[src/rtl/regbank_pkg.sv]
// Shared types and constants for the register bank: op-code encoding,
// the largest supported register count and the index-width helper.
package regbank_pkg;

  typedef enum logic [2:0] {
    OP_NOP     = 3'd0,
    OP_LD_DB   = 3'd1,
    OP_LD_ALU  = 3'd2,
    OP_INC     = 3'd3,
    OP_DEC     = 3'd4,
    OP_XFER    = 3'd5,
    OP_CLR     = 3'd6,
    OP_ILLEGAL = 3'd7
  } regbank_op_e;

  localparam int REGBANK_MAX_REGS = 8;

  // Index ports are never narrower than one bit, even for a single register.
  function automatic int regbank_idx_width(input int num_regs);
    return (num_regs > 2) ? $clog2(num_regs) : 1;
  endfunction

endpackage

[src/rtl/regbank_nz_flags.sv]
// Negative/zero status flags, registered from the value written to the bank.
// A load port lets a saved context overwrite the flags in one edge.
module regbank_nz_flags #(
  parameter int WIDTH = 8
) (
  input  logic             clk,
  input  logic             reset,
  input  logic             wr_en_i,
  input  logic [WIDTH-1:0] wr_data_i,
  input  logic             load_en_i,
  input  logic             load_n_i,
  input  logic             load_z_i,
  output logic             flag_n_o,
  output logic             flag_z_o
);

  logic flag_n_d, flag_z_d;
  logic flag_n_q, flag_z_q;

  // Next-state: context load has priority over a normal write; otherwise hold.
  always_comb begin
    flag_n_d = flag_n_q;
    flag_z_d = flag_z_q;
    if (load_en_i) begin
      flag_n_d = load_n_i;
      flag_z_d = load_z_i;
    end else if (wr_en_i) begin
      flag_n_d = wr_data_i[WIDTH-1];
      flag_z_d = (wr_data_i == {WIDTH{1'b0}});
    end else begin
      flag_n_d = flag_n_q;
      flag_z_d = flag_z_q;
    end
  end

  // Flag state register.
  always_ff @(posedge clk) begin
    if (reset) begin
      flag_n_q <= 1'b0;
      flag_z_q <= 1'b0;
    end else begin
      flag_n_q <= flag_n_d;
      flag_z_q <= flag_z_d;
    end
  end

  assign flag_n_o = flag_n_q;
  assign flag_z_o = flag_z_q;

endmodule

[src/rtl/register_bank.sv]
// Small CPU-style register bank (index 0 is the accumulator) with single-cycle ops.
// Optional context shadow (ctx_save/ctx_restore) is built when REGBANK_SHADOW_EN is defined.
module register_bank
  import regbank_pkg::*;
#(
  parameter int  WIDTH    = 8,
  parameter int  NUM_REGS = 3,
  localparam int IDXW     = regbank_idx_width(NUM_REGS)
) (
  input  logic             clk,
  input  logic             reset,
  input  logic             op_valid,
  input  logic [2:0]       op_code,
  input  logic [IDXW-1:0]  op_dst,
  input  logic [IDXW-1:0]  op_src,
  input  logic [WIDTH-1:0] db_in,
  input  logic [WIDTH-1:0] alu_in,
  input  logic [IDXW-1:0]  rd_sel,
  output logic [WIDTH-1:0] rd_data,
  output logic [WIDTH-1:0] alu_out,
  output logic             wb_valid,
  output logic             flag_n,
  output logic             flag_z,
  output logic             err_op
`ifdef REGBANK_SHADOW_EN
  ,
  input  logic             ctx_save,
  input  logic             ctx_restore
`endif
);

  logic [WIDTH-1:0] regs_q [NUM_REGS];
  logic [WIDTH-1:0] regs_d [NUM_REGS];
  logic             wb_valid_q, wb_valid_d;
  logic             err_op_q, err_op_d;

  regbank_op_e      op_e_s;
  logic [WIDTH-1:0] src_val_s, dst_val_s, wr_val_s, rd_val_s;
  logic             dst_ok_s, src_ok_s, legal_s, accept_s, wr_en_s;
  logic             save_s, restore_s;
  logic [WIDTH-1:0] shadow_s [NUM_REGS];
  logic             shadow_n_s, shadow_z_s;

`ifdef REGBANK_SHADOW_EN
  logic [WIDTH-1:0] shadow_q [NUM_REGS];
  logic             shadow_n_q, shadow_z_q;

  assign save_s     = ctx_save;
  assign restore_s  = ctx_restore;
  assign shadow_s   = shadow_q;
  assign shadow_n_s = shadow_n_q;
  assign shadow_z_s = shadow_z_q;

  // Shadow context: captures pre-edge registers and flags, so save+restore swaps.
  always_ff @(posedge clk) begin
    if (reset) begin
      for (int i = 0; i < NUM_REGS; i++) shadow_q[i] <= {WIDTH{1'b0}};
      shadow_n_q <= 1'b0;
      shadow_z_q <= 1'b0;
    end else if (save_s) begin
      shadow_q   <= regs_q;
      shadow_n_q <= flag_n;
      shadow_z_q <= flag_z;
    end else begin
      shadow_q   <= shadow_q;
      shadow_n_q <= shadow_n_q;
      shadow_z_q <= shadow_z_q;
    end
  end
`else
  assign save_s     = 1'b0;
  assign restore_s  = 1'b0;
  assign shadow_n_s = 1'b0;
  assign shadow_z_s = 1'b0;
  always_comb begin
    for (int i = 0; i < NUM_REGS; i++) shadow_s[i] = {WIDTH{1'b0}};
  end
`endif

  assign op_e_s   = regbank_op_e'(op_code);
  assign dst_ok_s = (32'(op_dst) < NUM_REGS);
  assign src_ok_s = (32'(op_src) < NUM_REGS);

  // Operand fetch and result selection; all reads use pre-edge register values.
  always_comb begin
    src_val_s = {WIDTH{1'b0}};
    dst_val_s = {WIDTH{1'b0}};
    for (int i = 0; i < NUM_REGS; i++) begin
      src_val_s = (op_src == IDXW'(i)) ? regs_q[i] : src_val_s;
      dst_val_s = (op_dst == IDXW'(i)) ? regs_q[i] : dst_val_s;
    end
    case (op_e_s)
      OP_LD_DB:  wr_val_s = db_in;
      OP_LD_ALU: wr_val_s = alu_in;
      OP_INC:    wr_val_s = dst_val_s + {{(WIDTH-1){1'b0}}, 1'b1};
      OP_DEC:    wr_val_s = dst_val_s - {{(WIDTH-1){1'b0}}, 1'b1};
      OP_XFER:   wr_val_s = src_val_s;
      OP_CLR:    wr_val_s = {WIDTH{1'b0}};
      default:   wr_val_s = dst_val_s;
    endcase
  end

  // A restore in the same cycle swallows the op entirely, including its pulses.
  assign legal_s  = (op_e_s != OP_ILLEGAL) && dst_ok_s && ((op_e_s != OP_XFER) || src_ok_s);
  assign accept_s = op_valid && !restore_s && (op_e_s != OP_NOP);
  assign wr_en_s  = accept_s && legal_s;

  // Register-file next state and completion/error pulses.
  always_comb begin
    for (int i = 0; i < NUM_REGS; i++) begin
      regs_d[i] = restore_s ? shadow_s[i]
                : ((wr_en_s && (op_dst == IDXW'(i))) ? wr_val_s : regs_q[i]);
    end
    wb_valid_d = wr_en_s;
    err_op_d   = accept_s && !legal_s;
  end

  // Register file and pulse registers.
  always_ff @(posedge clk) begin
    if (reset) begin
      for (int i = 0; i < NUM_REGS; i++) regs_q[i] <= {WIDTH{1'b0}};
      wb_valid_q <= 1'b0;
      err_op_q   <= 1'b0;
    end else begin
      regs_q     <= regs_d;
      wb_valid_q <= wb_valid_d;
      err_op_q   <= err_op_d;
    end
  end

  regbank_nz_flags #(
    .WIDTH(WIDTH)
  ) u_flags (
    .clk      (clk),
    .reset    (reset),
    .wr_en_i  (wr_en_s),
    .wr_data_i(wr_val_s),
    .load_en_i(restore_s),
    .load_n_i (shadow_n_s),
    .load_z_i (shadow_z_s),
    .flag_n_o (flag_n),
    .flag_z_o (flag_z)
  );

  // Read port: out-of-range selects return zero.
  always_comb begin
    rd_val_s = {WIDTH{1'b0}};
    for (int i = 0; i < NUM_REGS; i++) begin
      rd_val_s = (rd_sel == IDXW'(i)) ? regs_q[i] : rd_val_s;
    end
  end

  assign rd_data  = rd_val_s;
  assign alu_out  = regs_q[0];
  assign wb_valid = wb_valid_q;
  assign err_op   = err_op_q;

endmodule

[config.mk]
export PLATFORM = sky130hd
export DESIGN_NAME = register_bank
export DESIGN_NICKNAME = d
export VERILOG_FILES = /design/src/rtl/regbank_pkg.sv /design/src/rtl/regbank_nz_flags.sv /design/src/rtl/register_bank.sv
export SDC_FILE = /design/constraint.sdc
export NUM_CORES = 1
export LEC_CHECK = 0
export CORE_ASPECT_RATIO = 1.25
export CORE_MARGIN = 5
export CORE_UTILIZATION = 58
export DETAILED_ROUTE_END_ITERATION = 10
export HOLD_SLACK_MARGIN = 0.08
export PLACE_DENSITY = 0.93
export SLEW_MARGIN = 0
export SYNTH_ARGS = -nofsm -noshare
export SYNTH_HDL_FRONTEND = slang
export SYNTH_HIERARCHICAL = 1
export SYNTH_SLANG_ARGS = --single-unit
[constraint.sdc]
create_clock -name clk -period 9.9 [get_ports clk]
set_input_delay 2.97 -clock clk [delete_from_list [all_inputs] [get_ports clk]]
set_output_delay 2.97 -clock clk [all_outputs]
set_load 0.01 [all_outputs]
Word-level counts from Yosys, hierarchy flattened. Index checks and enable logic that the tools add are counted.

$add $sub $neg: 2. $lt $le $gt $ge: 2. Equality and inequality tests: 14. Muxes and demuxes: 10. Reduce and logical (&&, ||, !) cells: 15.

Operator list (number): 8-bit two-way mux (9); 8-bit one-hot mux with 6 select lines (1); 3-bit == test, second input constant (3); 8-bit by 1-bit adder with 8-bit output, second input constant (1); 1-bit logical AND (8); 8-bit zero test (1); 8-bit by 1-bit subtractor with 8-bit output, second input constant (1); 2-bit by 1-bit == test with 1-bit output, second input constant (3); 2-bit == test, second input constant (3); 3-bit by 2-bit == test with 1-bit output, second input constant (2); 2-bit zero test (3); 3-bit != test, second input constant (2); 2-bit less-than comparator, second input constant (2); 3-bit by 1-bit == test with 1-bit output, second input constant (1); 3-bit nonzero test (1); 1-bit zero test (1); 1-bit logical OR (1).

Bits in registers: 28. Input port bits: 28. Output and inout bits: 20. Word-level logic and storage cells: 50.

Depth between registers and ports, before layout. Gate-level depths: netlist (run 1).

Depth in word-level cells: 7. Gate-level depth with buffers: 15. Mapped depth without buffers: 13.

By module. The synthesis (run 1) kept the hierarchy.

By module, submodules not included: register_bank (times used 1, cells each 347, area an instance 2675.1 sq um, seq. area each 520.5 sq um); regbank_nz_flags (times used 1, cells each 12, area an instance 112.6 sq um, seq. area each 40.0 sq um).

Worst setup path before layout (run 1). No wires, ideal clock.

Path type: input -> output. Start: in rd_sel[0]. End: out rd_data[0]. Arrival time: 3.811 ns. Data required time: 6.930 ns. Path slack: 3.119 ns. Stages: 5. Path buffers: 2. Path through: clkbuf_1 > nor2b_1 > clkbuf_1 > nand2_1 > o21ai_0.

Word-level cells in the longest chain between the ends: 4. Elaborated cells on any way between the ends: 6. Those cells by class: eq/ne (2); mux (3); reduce/logical (1).

Ends and longest elaborated chain: start, declared (line register_bank.sv:18) `input logic [IDXW-1:0] rd_sel,`; 2-bit zero test (line register_bank.sv:149) `rd_val_s = (rd_sel == IDXW'(i)) ? regs_q[i] : rd_val_s;`; 8-bit two-way mux (2 in series) (line register_bank.sv:149); 8-bit two-way mux (*) (line register_bank.sv:149); end, declared (line register_bank.sv:19) `output logic [WIDTH-1:0] rd_data,`.

Mark *: on every way between the ends. The rest lies on a longest branch, timed or not.

Worst setup path after layout (run 1).
Start: in rd_sel[0]. End: out rd_data[6].

The elaborated chain is that of the path after synthesis.

==> results of run 1 <==
sequential cells by signal, indices dropped and copies added (netlist names):
name              count
err_op                1
u_flags/flag_n_o      1
regs_q               16
u_flags/flag_z_o      1
wb_valid              1
alu_out               8
worst reg2reg max path, cell delays in order, from the launching register on:
cell	delay, ns
dfxtp_1	0.42
mux2i_1	0.09
o21ai_0	0.60
ha_1	0.40
and4b_1	0.23
a311oi_4	0.32
o221ai_2	0.19
a31o_2	0.28
a32oi_1	0.38
inv_1	0.16
nor4_1	0.27
nand3_1	0.12
a21oi_1	0.16
routing by layer:
metal / vias to the layer above / part of all wire
met3: 33 / 0.071
li1: 1389 / -
met2: 143 / 0.49
met5: - / 0
met4: 0 / 0.033
met1: 1393 / 0.41
synth_stat cells, types with 3 or more instances:
cell,count
a211oi_1,14
a21o_1,3
a21oi_1,18
a221o_1,5
a221oi_1,3
a22oi_1,4
a311oi_1,3
a32oi_1,3
buf_2,8
buf_4,8
clkbuf_1,15
dfxtp_1,28
ha_1,5
inv_1,12
mux2_1,4
mux2_2,6
mux2i_1,25
nand2_1,30
nand2b_1,6
nand3_1,3
nand3b_1,14
nor2_1,32
nor2b_1,7
nor3_1,6
nor3b_1,4
o211ai_1,5
o21ai_0,26
o22ai_1,5
o2bb2ai_1,5
o31ai_1,3
o41ai_1,3
or3_1,3
worst max path at each step:
stage / startpoint / endpoint / slack, ns / cells after the start
6_report: rd_sel[0] / rd_data[6] / 1.82 / 5
5_1_grt: rd_sel[0] / rd_data[0] / 1.69 / 5
4_1_cts: rd_sel[0] / rd_data[6] / 1.83 / 5
3_5_place_dp: rd_sel[0] / rd_data[6] / 1.84 / 5
3_3_place_gp: rd_sel[0] / rd_data[4] / 1.90 / 5
2_1_floorplan: rd_sel[0] / rd_data[0] / 3.12 / 5
layout by cell type (no fill, tap or decap), types with 4 or more instances in the layout:
master           instances
clkdlybuf4s50_1         47
nor2_1                  32
nand2_1                 30
dfxtp_1                 28
o21ai_0                 26
mux2i_1                 25
a21oi_1                 18
a211oi_1                14
nand3b_1                14
inv_1                   12
nor2b_1                  7
mux2_2                   6
nand2b_1                 6
nor3_1                   6
conb_1                   6
a221o_1                  5
o211ai_1                 5
o2bb2ai_1                5
o22ai_1                  5
ha_1                     5
a22oi_1                  4
mux2_1                   4
nor3b_1                  4
clkbuf_8                 4
where the power goes:
part	switching (mW)	internal, mW
combinational	0.0566	0.0450
sequential	0.00536	0.117
clock	0.0321	0.0355
total	0.0941	0.198
kinds of logic after synthesis:
| kind of cell | after synthesis |
|---|---|
| compound gates | 123 |
| fa+ha+maj | 7 |
| simple gates | 117 |
| flops | 28 |
| buf+inv | 46 |
| xor+xnor | 1 |
| other cells | 1 |
| mux | 36 |
final cells by class:
type / instances / area (um^2) / area share
multi-input combinational: 290 / 2020 / 0.622
sequential: 28 / 561 / 0.173
timing repair buffer: 49 / 485 / 0.150
tap: 60 / 75.1 / 0.0231
clock buffer: 4 / 55.1 / 0.0170
inverter: 13 / 48.8 / 0.0150
metrics by stage:
| step | setup WS, ns | hold WS, ns | std cells |
|---|---|---|---|
| 2_1_floorplan | 3.12 | 0.473 | 364 |
| 4_1_cts | 1.83 | 0.534 | 444 |
| 5_1_grt | 1.69 | 0.556 | 444 |
| 3_3_place_gp | 1.90 | 0.514 | 440 |
| 3_5_place_dp | 1.84 | 0.524 | 440 |
| 6_report | 1.82 | 0.533 | 444 |
==> summary.md, run 1 <==
The run finished with clean final reports. Sorting the synthesized cells by area gives the leading types as dfxtp_1 20%, mux2i_1 9.0%, o21ai_0 4.7%, nor2_1 4.3%, nand2_1 4.0%. From synthesis to final layout, the design area changed by 16.3%.

The hold violation total from the final report was 0. The top-level I/O count is 48, and the compound-cell area share of the yosys netlist is 0.323. The logs give 0.26 ns for the later-pin clock latency in the skew report and 0.253 for the total track usage.

The cell sitting at the root of the clock tree is a clkbuf_8. For this design the static power due to leakage is 1.22 nW. Final antenna-violating net count: 0. The first-pass GRT wire length came out at 13200 um. The final setup violation count is 0, and the synthesized cell area is 0.00279 mm^2. For this run, design rule violations remaining after detail routing come to 0. Detailed placement finished with a half-perimeter wire length of 5910 um. The die is 87.5 um tall. Once layout is done, the placed cells without fillers occupy 0.00324 mm^2.

Among all stages on the critical path, the largest delay is contributed by clkdlybuf4s50_1. The filler cells instantiated in the layout total 386. The critical path contains buffers and inverters numbering 2 combined.

Total length of routed wires: 7930 um. The reported max-cap violation count is 0, and the number of search-and-repair iterations in the first detailed-routing pass is 5. The global routing stage identified its most utilized layer as met2. The signal on the critical path passes through clkdlybuf4s50_1, nor2b_1, nand2_1, o21ai_0, clkdlybuf4s50_1. The run gives 0.429 as the global routing usage on met2. The run gives 0 as the number of antenna violations at the first check in global routing. The simple-gate portion of the synthesized area was 0.221.

The cell seen most often among critical-path stages was clkdlybuf4s50_1. The number of antenna diodes in the final layout is 0. At the pin with the least slew margin, the transition time is 1.17 ns.

TritonCTS built the clock tree. In this run the standard cell core region covers 0.00469 mm^2. The tools report the maximum level of the CTS H-tree as 1. The critical path is of the input pin to output port type. Synthesis handed over a netlist of 359 instances. The worst hold path was traced through 2 stages.

The run gives 2 as the deepest clock path buffer count. After detailed placement, the total cell area comes to 0.00319 mm^2. Detailed routing inserted a total of 2958 vias. Final critical path time including I/O delays and setup: 8.08 ns. In this run, synthesis inferred 0 flip-flops with an integrated enable. The effective utilization at floorplan is 0.594. The logs give 0.292 mW for the total power consumption of the routed design and 0.00446 ns for the final clock skew.

The area enclosed by the die boundary was 0.00630 mm^2; the TritonCTS buffer count was 3. The hold-fix buffer count after cts came out at 0. The multiplexer share of the synthesized area was 0.136; the number of I/O port buffers was 47.

The top fanout value on the critical path was 9. Area share of xor/xnor cells in the synthesized design: 0.00314. STA classifies the critical path endpoint as an output port.

Number of max-slew violations in the final report: 0. The run gives 419 as the post-layout net count. For hold timing, the worst endpoint is regs_q[2].

The initialized floorplan defines 28 standard-cell rows. The global placer's final weighted congestion was 1.02; the share of the clock period used by the worst path was 0.816. A synthesized cell averages 7.77 um^2. The path type of the worst min-delay path is register to register.

The delay of the slowest critical-path stage is 0.69 ns. The tools report the required time of the critical path as 6.93 ns. For the number of global-route vias before repair, the log shows 2759. For this run the aggregate overflow at the end of global routing stands at 0.

After synthesis, the largest family of logic cells by area is compound AO/OA/AOI/OAI gates. The setup fix buffers added after clock tree synthesis was 0. In this run the critical register-to-register path is launched from alu_out[1].

The chip width works out to 72.0 um. In this design, the largest share of critical-path delay is due to buffers and inverters. The run gives 0.216 as the worst slew margin relative to its limit.

The worst setup path is launched from an input pin. In this run the register-to-register setup slack is 6.19 ns. The share of flip-flops with an asynchronous set or reset after synthesis works out to 0. The endpoint identified for the worst register-to-register timing path is u_flags/flag_z_o. The sum of negative setup slack came out at 0 ns. For this block, the initial DRC count from the detailed router was 311. The ratio of total power to cell area came out at 90.0 mW/mm^2. The met3 capacity usage during global routing is 0.0231, and the synthesized flop and latch total is 28. The maximum achievable frequency is 124 MHz, and the share of synthesized cell area in full adder, half adder and majority cells is 0.0332. Setup repair after global routing left no endpoint under its margin. Of all cell types, the one taking the most synthesized area is dfxtp_1. The top cell type's share of synthesized area was 0.201. Yosys mapped the design onto 66 distinct sky130hd cell types. In the routed layout, each cell is associated on average with a via count of 6.66. The number of cells traversed by the worst register-to-register path was 12.

After clock tree synthesis, the clock-pin slew on the worst setup and hold paths is 0.09 ns. The final core utilization came out at 0.691. The fraction of layout cells with a size suffix above 1 came out at 0.0651.

The most used flip-flop cell after synthesis is dfxtp_1. For the register area share after synthesis, the log shows 0.201. In this run, post-CTS repair resized a total of 0 instances. For this design, the sink count on the clock tree is 28.

The wire length per cell after detailed routing works out to 17.8 um. The largest net degree at the start of global routing is 44, and the met1 usage in global routing is 0.327. Data arrives at the worst endpoint at 5.11 ns. The worst-case IR drop observed on VDD is 0.000106 V. Startpoint of the worst hold path: regs_q[2]. For this run, the number of Yosys warnings is 6.
No activity file was read; power rests on OpenSTA's default activity.
==> run 2: changes to the inputs <==
CORE_UTILIZATION = 49   (was 58)
PLACE_DENSITY = 0.85   (was 0.93)
clock period = 7 ns   (was 9.9 ns; I/O delays follow)
==> run 2 against run 1 <==
Against the previous run: largest cell class unchanged; critical path depth did not move; worst setup slack got worse by 1.1 ns; worst hold slack improved by 0.0067 ns; die area rose by 16%; clock skew fell by 0.0032 ns; routed wire length rose by 1.7%; largest power group unchanged; power rose by 43%; cell area rose by 1.1%; non-clock buffer count rose by 4.
==> summary.md, run 2 (synthesis results as in run 1) <==
DRC violations left: 0. STA classifies the critical path startpoint as an input pin. The final setup violation count was 0; the chip width was 77.5 um.

Detailed placement ended at an HPWL of 6200 um. The internal portion of the total power is 0.281 mW. In this run the deepest clock path goes through 2 buffers. The congestion estimate from routability-driven global placement came to 0.932. Total track usage: 0.219.

The run gives 0 as the number of antenna violations at the first check in global routing. Across all layers, the routed design uses 2919 vias. The wire length per cell after detailed routing was 17.8 um. The floorplan has 30 rows. The clock transition time at the flip-flop clock pins of the worst setup and hold paths was 0.09 ns. Setup total negative slack on the finished layout was measured at 0 ns.

The buffer type at the clock tree root was clkbuf_8. The run finished with clean final reports. The run gives 0 as the number of max-slew violations in the final report. The run gives 2796 as the number of global-route vias before repair. In the final design database the tool counted 423 nets. The register share of total power came out at 0.417. The path type of the worst min-delay path is register to register.

The switching power of the nets came out at 0.136 mW. Derived from the worst setup path, the maximum achievable clock frequency is 160 MHz. Entering global routing, the biggest net connects 43 pins. The share of the clock period used by the worst path was 0.895; the required time of the critical path was 4.90 ns.

The tools report the setup fix buffers added after clock tree synthesis as 0. VDD sags by at most 0.000137 V. The area added between synthesis and finish is 17.6%, and the later-pin clock latency in the skew report is 0.27 ns. The first global-routing pass estimated 13500 um of wire. The ratio of total power to cell area is 127 mW/mm^2, and the share of total power consumed by net switching is 0.326. TritonCTS created 3 clock buffers.

The run gives 0 as the hold violation total from the final report. The final critical path time including I/O delays and setup is 6.26 ns, and the final core utilization is 0.598. The die covers 0.00731 mm^2. The count of non-filler cells in the finished layout is 452, and the effective utilization at floorplan is 0.509. The total area inside the core boundary comes to 0.00548 mm^2.

The register with the most flip-flops in the layout has 16 of them. The number of hold buffers added after CTS was 0. Fraction of layout cells with a size suffix above 1: 0.0747. Global route total overflow: 0. For the register-to-register setup slack, the log shows 3.23 ns. For this design the static power due to leakage is 1.24 nW. The height of the chip was 94.3 um; the cell count after placement was 448.

The logs give 5 for the number of search-and-repair iterations in the first detailed-routing pass and 8060 um for the total length of routed wires. Slew at the pin with the worst max-slew slack: 1.15 ns. Number of sinks handled by clock tree synthesis: 28.

The most common library cell in the layout ignoring fill and taps was clkdlybuf4s50_1. In this run the tool buffered the top-level ports with 47 buffer cells. The run gives 0.346 as the combinational share of power. Once detail routing completed, the nets flagged for antenna violations numbered 0.

Critical path class: input pin to output port. The top-level I/O count was 48; the total of fill cells in the finished design was 506. The number of antenna diodes was 0; the reported max-cap violation count was 0.

STA classifies the critical path endpoint as an output port. In the layout the commonest cells are 47 x clkdlybuf4s50_1, 32 x nor2_1, 30 x nand2_1. STA puts the critical path data arrival time at 4.16 ns. Ranked by flip-flop count, first place goes to regs_q. Between clock sinks in the finished design, the worst skew comes to 0.00129 ns.

The top fanout value on the critical path was 9. Once the clock tree was built, the resizer swapped 0 gates to a different size. Setup repair after global routing left no endpoint under its margin. The clock group share of total power was 0.237. TritonCTS built the clock tree. The violation count after the first detailed-route iteration was 258.

The average via count per standard cell was 6.46; the worst slew margin relative to its limit was 0.228. The maximum level of the CTS H-tree is 1.
-- run 2: layout make-up --
class                      count  area [um^2]  share of cell area
tap                           64         80.1              0.0244
sequential                    28          561               0.171
clock buffer                   4         55.1              0.0168
multi-input combinational    290         2020               0.616
timing repair buffer          53          515               0.157
inverter                      13         48.8              0.0149
-- run 2: power groups by stage --
| stage | registers (mW) | logic, mW | clock network [mW] |
|---|---|---|---|
| 6_report | 0.174 | 0.144 | 0.0990 |
| 5_1_grt | 0.175 | 0.157 | 0.104 |
| 4_1_cts | 0.174 | 0.143 | 0.0994 |
| 3_5_place_dp | 0.177 | 0.142 | 0 |
| 3_3_place_gp | 0.177 | 0.139 | 0 |
| 2_1_floorplan | 0.175 | 0.0960 | 0 |
-- run 2: stage by stage --
step | power, mW | setup WS, ns | hold slack (ns) | instance area, um^2
6_report | 0.417 | 0.738 | 0.539 | 3280
4_1_cts | 0.416 | 0.757 | 0.534 | 3280
2_1_floorplan | 0.271 | 1.96 | 0.473 | 2810
3_3_place_gp | 0.315 | 0.846 | 0.512 | 3220
3_5_place_dp | 0.319 | 0.769 | 0.518 | 3220
5_1_grt | 0.436 | 0.622 | 0.566 | 3280
-- run 2: path summary, 6_finish.rpt --
kind              start               end  cells past startpoint
min reg2reg  regs_q[14]        regs_q[14]                      2
max           rd_sel[1]        rd_data[4]                      5
min          regs_q[14]        regs_q[14]                      2
max reg2reg  alu_out[1]  u_flags/flag_n_o                     12
-- run 2: metal layers --
metal / share of wire / vias to the layer above / global-route usage
met5: 0 / - / 0
met4: 0.018 / 0 / 0.0645
met3: 0.068 / 18 / 0.0344
met2: 0.50 / 133 / 0.383
met1: 0.41 / 1371 / 0.277
li1: - / 1397 / -
-- run 2: critical path, cell delays in order --
cell and delay [ns]:
clkdlybuf4s50_1 0.64, nor2b_1 0.56, nand2_1 0.09, o21ai_0 0.15
clkdlybuf4s50_1 0.61
==> run 3: changes to the inputs <==
SLEW_MARGIN = default   (was 0)
==> results of run 3 <==
No change in the layout: final DEF, timing and power equal those of run 2.
